$ cat config.mk
export PLATFORM = sky130hd
export DESIGN_NAME = mux_scan_n
export DESIGN_NICKNAME = d
export VERILOG_FILES = /design/src/rtl/mux_scan_pkg.sv /design/src/rtl/mux_n.sv /design/src/rtl/mux_scan_n.sv
export SDC_FILE = /design/constraint.sdc
export NUM_CORES = 1
export LEC_CHECK = 0
export CORE_MARGIN = 4
export CORE_UTILIZATION = 25
export DETAILED_ROUTE_END_ITERATION = 8
export GPL_TIMING_DRIVEN = 0
export PLACE_DENSITY = 0.41
export SLEW_MARGIN = 40
export SYNTH_ARGS = -nofsm -noshare
export SYNTH_HDL_FRONTEND = slang
export SYNTH_SLANG_ARGS = --single-unit
export TNS_END_PERCENT = 100
$ cat constraint.sdc
create_clock -name clk -period 8.2 [get_ports clk]
set_clock_uncertainty 0.15 [all_clocks]
set_input_delay 2.05 -clock clk [delete_from_list [all_inputs] [get_ports clk]]
set_output_delay 2.05 -clock clk [all_outputs]
set_load 0.01 [all_outputs]
$ cat src/rtl/mux_scan_pkg.sv
// Shared types and helpers for the scanning channel multiplexer.
package mux_scan_pkg;

  typedef enum logic {
    MANUAL = 1'b0,
    SCAN   = 1'b1
  } mode_t;

  // Keeps select and counter widths at one bit or more, even for tiny parameters.
  function automatic int clog2_min1(input int n);
    int r;
    r = $clog2(n);
    return (r < 1) ? 1 : r;
  endfunction

endpackage

$ cat src/rtl/mux_n.sv
// Combinational N-way channel select with an in-range flag; the generalised lab mux.
module mux_n
  import mux_scan_pkg::*;
#(
  parameter int N_CH = 5,
  parameter int W    = 1,
  parameter int SELW = clog2_min1(N_CH)
) (
  input  logic [N_CH*W-1:0] x,
  input  logic [SELW-1:0]   sel,
  output logic [W-1:0]      y,
  output logic              valid
);

  // Codes at or above N_CH fall through to zero.
  always_comb begin
    y = '0;
    for (int k = 0; k < N_CH; k++) begin
      if (sel == SELW'(k)) begin
        y = x[k*W +: W];
      end
    end
  end

  assign valid = (int'(sel) < N_CH);

endmodule

$ cat src/rtl/mux_scan_n.sv
// Registered N-channel multiplexer with manual select and round-robin auto-scan.
module mux_scan_n
  import mux_scan_pkg::*;
#(
  parameter int N_CH  = 5,
  parameter int W     = 1,
  parameter int DWELL = 50_000_000,
  parameter int SELW  = clog2_min1(N_CH)
) (
  input  logic              clk,
  input  logic              rst,
  input  logic [N_CH*W-1:0] x,
  input  logic [SELW-1:0]   sel,
  input  logic              mode,
  input  logic              hold,
  output logic [W-1:0]      m_out,
  output logic [SELW-1:0]   ch,
  output logic              sel_err,
  output logic              step
);

  localparam int              CW       = clog2_min1(DWELL + 1);
  localparam logic [CW-1:0]   LAST_CNT = CW'(DWELL - 1);
  localparam logic [SELW-1:0] LAST_CH  = SELW'(N_CH - 1);

  mode_t           state_q, state_d;
  logic [CW-1:0]   cnt_q, cnt_d;
  logic [SELW-1:0] ch_d, ch_inc, idx;
  logic            sel_err_d, step_d;
  logic            at_last, advance;
  logic [W-1:0]    mux_y;
  logic            mux_ok;

  assign at_last = (cnt_q == LAST_CNT);
  assign ch_inc  = (ch == LAST_CH) ? '0 : ch + SELW'(1);
  assign advance = mode && (state_q == SCAN) && !hold && at_last;

  // The mux looks at the channel ch will hold after this edge, so m_out and ch stay paired.
  assign idx = !mode ? sel : (advance ? ch_inc : ch);

  mux_n #(
    .N_CH (N_CH),
    .W    (W),
    .SELW (SELW)
  ) u_mux (
    .x     (x),
    .sel   (idx),
    .y     (mux_y),
    .valid (mux_ok)
  );

  always_comb begin
    state_d   = mode ? SCAN : MANUAL;
    cnt_d     = '0;
    ch_d      = ch;
    sel_err_d = 1'b0;
    step_d    = 1'b0;
    if (!mode) begin
      ch_d      = mux_ok ? sel : '0;
      sel_err_d = !mux_ok;
    end else if (state_q == SCAN) begin
      // The first scan cycle (coming from MANUAL) keeps ch and restarts the dwell count.
      if (hold) begin
        cnt_d = cnt_q;
      end else if (at_last) begin
        ch_d   = ch_inc;
        step_d = 1'b1;
      end else begin
        cnt_d = cnt_q + CW'(1);
      end
    end
  end

  always_ff @(posedge clk) begin
    if (rst) begin
      state_q <= MANUAL;
      cnt_q   <= '0;
      ch      <= '0;
      m_out   <= '0;
      sel_err <= 1'b0;
      step    <= 1'b0;
    end else begin
      state_q <= state_d;
      cnt_q   <= cnt_d;
      ch      <= ch_d;
      m_out   <= mux_y;
      sel_err <= sel_err_d;
      step    <= step_d;
    end
  end

endmodule

-- Word level (Yosys, flattened, before mapping)
Index checks and enable logic that the tools add are counted.
Widths: inputs -> output; s select.
- flip-flop bits (word level): 33
- input port bits: 12
- output and inout bits: 6
- add/sub/neg operators: 2
- $lt $le $gt $ge: 1
- equality and inequality tests: 9
- mux-type cells: 16
- bitwise operators: 2
- reduce and logical (&&, ||, !) cells: 10
- operator list (operator ; count):
    $add 26x1->26 const B ; 1
    $eq 26x26->1 const B ; 1
    $mux 26 ; 1
    $mux 3 ; 8
    $mux 1 ; 7
    $eq 3x2->1 const B ; 2
    $eq 3x3->1 const B ; 2
    $ne 2x1->1 const B ; 2
    $reduce_or 4->1 ; 1
    $add 3x1->3 const B ; 1
    $eq 3x1->1 const B ; 1
    $logic_and 1x1->1 ; 3
    $logic_not 3->1 ; 1
    $lt 3x3->1 const B ; 1
    $reduce_and 3->1 ; 1
    $reduce_or 3->1 ; 1
    $logic_not 1->1 ; 2
    $ne 2x2->1 const B ; 1
    $not 1->1 ; 2
    $reduce_or 2->1 ; 1

-- Logic depth before layout (Yosys ltp)
Gate-level depths: netlist of run 1.
- word-level depth: 11
- mapped depth: 9
- mapped depth without buffers: 8

-- Hierarchy
Synthesis of run 1 repeated with hierarchy kept, for this count alone.
- cells, all modules: 213
- area, all modules: 1801.7 um^2
- by module, submodules not included (module ; instances ; cells an instance ; area an instance (um^2) ; sequential area each (um^2)):
    mux_scan_n ; 1 ; 206 ; 1744.2 ; 660.6
    mux_n ; 1 ; 7 ; 57.6 ; 0.0

-- Least setup slack after synthesis of run 1
No wires, ideal clock.
- kind: in2reg
- start point: in hold
- end point: reg m_out
- arrival: 3.836 ns
- data required time: 7.924 ns
- setup slack: 4.088 ns
- cell stages on the path: 8
- buffers on the path: 1
- cells stage by stage: nand3b_1 or4_1 buf_2 or3_4 a31oi_4 and4b_1 a21oi_1 a221oi_2
- word-level cells in the longest chain between the ends: 11
- elaborated cells between the ends (all ways): 15
- classes of those cells: 4 x eq/ne; 7 x mux; 4 x reduce/logical
- RTL lines (what ; RTL line ; RTL):
    start: declaration ; mux_scan_n.sv:15 ; input logic hold,
    $logic_not 1->1 * ; mux_scan_n.sv:36 ; assign advance = mode && (state_q == SCAN) && !hold && at_last;
    $logic_and 1x1->1 * (2 in series) ; mux_scan_n.sv:36 ;
    $mux 3 * (2 in series) ; mux_scan_n.sv:39 ; assign idx = !mode ? sel : (advance ? ch_inc : ch);
    $logic_not 3->1 ; mux_n.sv:19 ; if (sel == SELW'(k)) begin
    $mux 1 (4 in series) ; mux_n.sv:19 ;
    $mux 1 * ; mux_n.sv:19 ;
    end signal: assignment ; mux_scan_n.sv:86 ; m_out <= mux_y;
    end: declaration ; mux_scan_n.sv:16 ; output logic [W-1:0] m_out,
Every way passes the cells marked *; elsewhere a longest branch is shown, timed or not.
A chain may end at the register's enable or synchronous reset.

==> run metrics, run 1 <==
vias in the first global route=1,266; drt first pass iters=4; Resized Gates After CTS=0; CP Max Fanout=5; initial antenna violation count=0; Worst Hold Class=reg -> reg; GPL Wtd Cong=slightly above 0.7; Period minus WS final=4.59 ns; top cell type's share of synthesized area=about two fifths; setup TNS=0 ns; hold-fix buffer count after cts=0; Worst setup EP type=register; syn nets=211; Yosys reg bits=33; placement row count=29; crit path kind=in -> reg; Die H=89.5 um; Worst Path Arrival=4.59 ns; Num CTS Buffers=5; htree depth=2; cell area after layout=0.00202 mm2; GRT Total Usage=9.92%; Max Fclk=0.218 GHz; clock sinks=33; Hold Crit Depth=2; area leader, netlist=dfxtp_1; Cell Pwr Density=165 mW/mm2; port bufs=16; Post-DP HPWL=roughly 2700 um; synthesized area=0.00166 mm2; Finished Core Util=31.6%; Synth Warn #=0; clk_lat worst skew=0.29 ns; placed instance area=0.00192 mm2; sequential area share after synthesis=39.8%; CTS max path bufs=2; layout cells sized above 1=8.68%; Via Count=1,364; dpl ws=3.35 ns; Final Power=0.333 mW; DRC Markers=0; hold endpoint=step; final hold violations=0; die area=0.00800 mm2; RR Endpoint=m_out; Initial Util=between 20% and 30%; Synth cell types=42; IO Count=18; Die X=89.5 um; Post-synth ARST share=0%; worst vdd ir=0.0801 mV; hold_ws=between 0.3 and 0.4 ns; Final Non-Filler Cells=between 200 and 300; Final Max Tran Viols=0; number of inserted diodes=0; Tcrit/Tclk final=56.0%; Worst Tran Pin Value=0.516 ns; HP Start=state_q; R2R Setup Slk=5.47 ns; dpl cells=289; ANT nets after route=0; Core Area=0.00639 mm2; Setup Buffers After CTS=0; first-pass GRT wire length=about 6000 um; Total Routed Length=3530 um; Clk pin slew, worst setup/hold paths=0.06 ns; syn avg cell area=8.46 um2; number of synthesized flops with an enable pin=0; run status=complete, no violations; Post-Syn Instances=196; Finish-stage setup viols=0; CTS tree=yes; worst-case reg-to-reg path depth=9; Area Overhead vs Synth=21.7%; Max-Cap Viols=0; WP data required=a little over 8 ns; Wirelength per Cell=11.9 um; GRT overflow=0; r2r startpoint=cnt_q[0]; root buffer cell=clkbuf_8; Synth area leaders=dfxtp_1 (40%), nor2_1 (9.0%), xor2_1 (8.4%), xnor2_1 (3.7%), nand2_1 (3.6%); nets@finish=234; unrepaired setup endpoints after global routing=no; largest net degree at the start of global routing=11; dominant synthesized flop cell=dfxtp_1; Via density=4.61; setup ws final=approximately 3.6 ns; CP Launch Type=primary input; Slew HR=64.7%; P_leak=0.657 nW; DRT iter0 DRCs=47
[logic make-up after synthesis]
group                    Yosys count  share of synthesized area [%]
buffers and inverters             13                           3.09
flip-flops                        33                           39.8
AND/OR/NAND/NOR                  102                           31.1
XOR/XNOR                          23                           12.1
adder cells (fa/ha/maj)            3                           2.26
multiplexers                       3                           1.81
AO/OA/AOI/OAI                     19                           9.73
[per-layer routing]
| metal | up-vias | wire length (um) | global-route usage, % |
|---|---|---|---|
| li1 | 720 | - | - |
| met1 | 621 | 1810 | 13.3 |
| met2 | 17 | 1520 | 14.1 |
| met3 | 6 | 122 | 3.41 |
| met4 | 0 | 85 | 4.87 |
| met5 | - | 0 | 0 |
[final cells by class]
class,count,area [um2]
Buffer,5,21.3
Clock buffer,5,68.8
Clock inverter,2,35.0
Fill cell,683,4370
Inverter,8,30.0
Multi-Input combinational cell,150,947
Sequential cell,33,661
Tap cell,77,96.3
Timing Repair Buffer,16,160
[worst max-delay path, stage by stage]
cell	delay, ns
clkdlybuf4s50_1	0.50
nand4b_1	0.38
nor4_1	0.54
nand4_1	0.30
or4_2	0.62
xor2_1	0.15
nor2_1	0.05
[registers in the layout (all words and copies together) (netlist names)]
signal	flops
step	1
m_out	1
sel_err	1
ch	3
cnt_q	26
state_q	1
[report_power, final]
group / leakage (nW) / internal [mW] / switching [mW]
registers: 0.267 / 0.162 / 0.00117
clock network: 0.0540 / 0.0883 / 0.0604
logic: 0.336 / 0.0115 / 0.0100
total: 0.657 / 0.262 / 0.0716
[worst max path at each step]
stage,from,endpoint,depth (start not counted)
2_1_floorplan,hold,m_out,8
3_3_place_gp,hold,cnt_q[25],7
3_5_place_dp,hold,m_out,9
4_1_cts,hold,m_out,9
5_1_grt,hold,m_out,9
6_report,hold,cnt_q[25],7
[cell usage after synthesis (2+ instances only)]
cell,n
nor4_1,2
nand3_1,7
nor2_1,40
inv_1,8
or4_1,2
o31ai_1,3
nand4_1,9
dfxtp_1,33
clkbuf_1,3
a21oi_1,5
mux2i_1,3
or3_1,3
o21ai_0,3
ha_1,3
nor3_1,7
o21a_1,2
or2_2,2
xnor2_1,7
nand2_1,16
xor2_1,16
[placed cells by master, fill, tap and decap left out, types with 5 or more instances in the layout]
master	instances
a21oi_1	5
clkbuf_8	5
clkdlybuf4s50_1	16
dfxtp_1	33
inv_1	8
nand2_1	16
nand3_1	7
nand4_1	9
nor2_1	40
nor3_1	7
xnor2_1	7
xor2_1	16
Power figures use the tool's default switching activity.
==> run 2, diff against run 1 <==
--- a/config.mk
+++ b/config.mk
@@ -9,7 +9,7 @@
 export CORE_UTILIZATION = 25
 export DETAILED_ROUTE_END_ITERATION = 8
 export GPL_TIMING_DRIVEN = 0
-export PLACE_DENSITY = 0.41
+export PLACE_DENSITY = 0.42
 export SLEW_MARGIN = 40
 export SYNTH_ARGS = -nofsm -noshare
 export SYNTH_HDL_FRONTEND = slang
==> constraint.sdc (replaced) <==
create_clock -name clk -period 4 [get_ports clk]
set_clock_uncertainty 0.15 [all_clocks]
set_input_delay 1 -clock clk [delete_from_list [all_inputs] [get_ports clk]]
set_output_delay 1 -clock clk [all_outputs]
set_load 0.01 [all_outputs]
==> run metrics, run 2 (synthesis results as in run 1) <==
hold-fix buffer count after cts=0 (unchanged); top flop regs=cnt_q: 26 flops, ch: 3 flops; Max-Cap Viols=0 (unchanged); largest net degree at the start of global routing=12 (+1); RR Endpoint=m_out; largest delay contributor family on the critical path=simple AND/OR/NAND/NOR gates; Slew HR=63.5% (-1.2 points); setup TNS=0 ns (unchanged); Die X=89.5 um (unchanged); Max Fclk=0.286 GHz; Initial Util=26.0% (unchanged); CTS tree=yes; layout cells sized above 1=9.09% (+0.42 points); first-pass GRT wire length=5990 um (-0.56%); number of inserted diodes=0 (unchanged); final hold violations=0 (unchanged); Post-DP HPWL=2650 um (-2.1%); IO Count=18 (unchanged); crit path kind=in -> reg; ANT nets after route=0 (unchanged); port bufs=16 (unchanged); slowest stage delay, CP=0.51 ns (-0.11 ns); worst-path cell chain=clkdlybuf4s50_1 > nand3b_1 > or4_1 > buf_2 > a2111oi_0 > o31ai_1 > and4b_1 > a21oi_1 > a221oi_2; Hold Crit Depth=2 (unchanged); CP Max Fanout=6 (+1); Cell Pwr Density=349 mW/mm2 (+110%); Resized Gates After CTS=0 (unchanged); hold_ws=0.362 ns (+0.0114 ns); Finish-stage setup viols=0 (unchanged); Core Area=0.00639 mm2 (unchanged); drt first pass iters=4 (unchanged); Tcrit/Tclk final=between 80% and 90%; clk_lat worst skew=0.29 ns (about the same); CP Launch Type=primary input; DRT iter0 DRCs=69 (+47%); Worst Path Arrival=3.51 ns (-1.08 ns); nets@finish=234 (unchanged); CP max-delay cell=a2111oi_0; Worst Tran Pin Value=0.533 ns (+0.0170 ns); htree depth=2 (unchanged); clock sinks=33 (unchanged); number of flip-flops in the largest register=26 (unchanged); GRT overflow=0 (unchanged); P_leak=0.660 nW (+0.52%); commonest cells after routing, fill and taps aside=nor2_1 (40), dfxtp_1 (33), nand2_1 (16), xor2_1 (16), clkdlybuf4s50_1 (16); CTS max path bufs=2 (unchanged); vias in the first global route=1,244 (-1.7%); placement row count=29 (unchanged); Die H=89.5 um (unchanged); R2R Setup Slk=1.27 ns (-4.20 ns); Worst Hold Class=reg -> reg; most common cell after layout, fill and taps aside=nor2_1; Largest Register=cnt_q; worst vdd ir=0.118 mV (+47%); Wirelength per Cell=12.1 um (+1.0%); GRT Total Usage=9.79% (-0.13 points); HP Start=state_q; Clk pin slew, worst setup/hold paths=0.07 ns (about the same); unrepaired setup endpoints after global routing=no; GPL Wtd Cong=0.692 (-3.5%); Area Overhead vs Synth=22.7%; die area=0.00800 mm2 (unchanged); r2r startpoint=cnt_q[0]; run status=complete, no violations; initial antenna violation count=0 (unchanged); root buffer cell=clkbuf_8; Num CTS Buffers=5 (unchanged); Final Max Tran Viols=0 (unchanged); Total Routed Length=3580 um (+1.4%); Worst setup EP type=register; DRC Markers=0 (unchanged); cell area after layout=0.00204 mm2 (+0.81%); placed instance area=0.00192 mm2 (unchanged); Setup Buffers After CTS=0 (unchanged); WP data required=4.01 ns (-4.19 ns); Via Count=1,356 (-0.59%); crit path buf inv count=2 (+1); worst-case reg-to-reg path depth=9 (unchanged); Via density=4.57 (-0.92%); Period minus WS final=around 3.5 ns; hold endpoint=step
-- run 2: changes by cell type in the layout (fill, tap and decap cells not counted) --
cell        previous run  this run
clkbuf_8               5         6
clkinv_2               1         0
clkinvlp_4             0         1
-- run 2: layout make-up --
type                       count  area, um2
fill                         688       4350
multi-input combinational    150        947
clock inverter                 2       37.5
timing repair buffer          16        160
clock buffer                   6       82.6
inverter                       8       30.0
tap                           77       96.3
sequential                    33        661
buffer                         5       21.3
-- run 2: through the flow --
stage	instances	setup WS [ns]	utilization (%)	total power [mW]
6_report	297	0.498	31.9	0.711
5_1_grt	297	0.262	31.9	0.741
4_1_cts	297	0.502	31.9	0.726
3_5_place_dp	289	0.186	30.0	0.386
3_3_place_gp	289	0.179	30.0	0.386
2_1_floorplan	196	0.938	-	0.364
-- run 2: worst register-to-register path, stage by stage, from the launching register on --
cell       delay (ns)
dfxtp_1          0.38
ha_1             0.18
nand3b_1         0.13
or4_1            0.48
buf_2            0.17
a2111oi_0        0.51
o31ai_1          0.15
and4b_1          0.22
a21oi_1          0.15
a221oi_2         0.08
-- run 2: how the worst max path moves through the flow --
stage,start,endpoint,slack (ns),depth (start not counted)
6_report,hold,m_out,0.50,9
5_1_grt,hold,m_out,0.26,9
4_1_cts,hold,m_out,0.50,9
3_5_place_dp,hold,m_out,0.19,9
3_3_place_gp,hold,m_out,0.18,9
2_1_floorplan,hold,m_out,0.94,8
-- run 2: layer usage --
layer	vias up	global-route usage [%]	part of all wire [%]	wire length, um
met5	-	0	0	0
met4	0	5.28	2.5	89
met3	5	2.76	3.0	109
met2	14	13.5	40	1450
met1	615	13.7	54	1940
li1	722	-	-	-
-- run 2: power by group --
group / switching, mW / internal (mW) / total, mW
Clock: 0.131 / 0.203 / 0.333
Sequential: 0.00234 / 0.331 / 0.334
Combinational: 0.0206 / 0.0236 / 0.0442
Total: 0.154 / 0.558 / 0.711
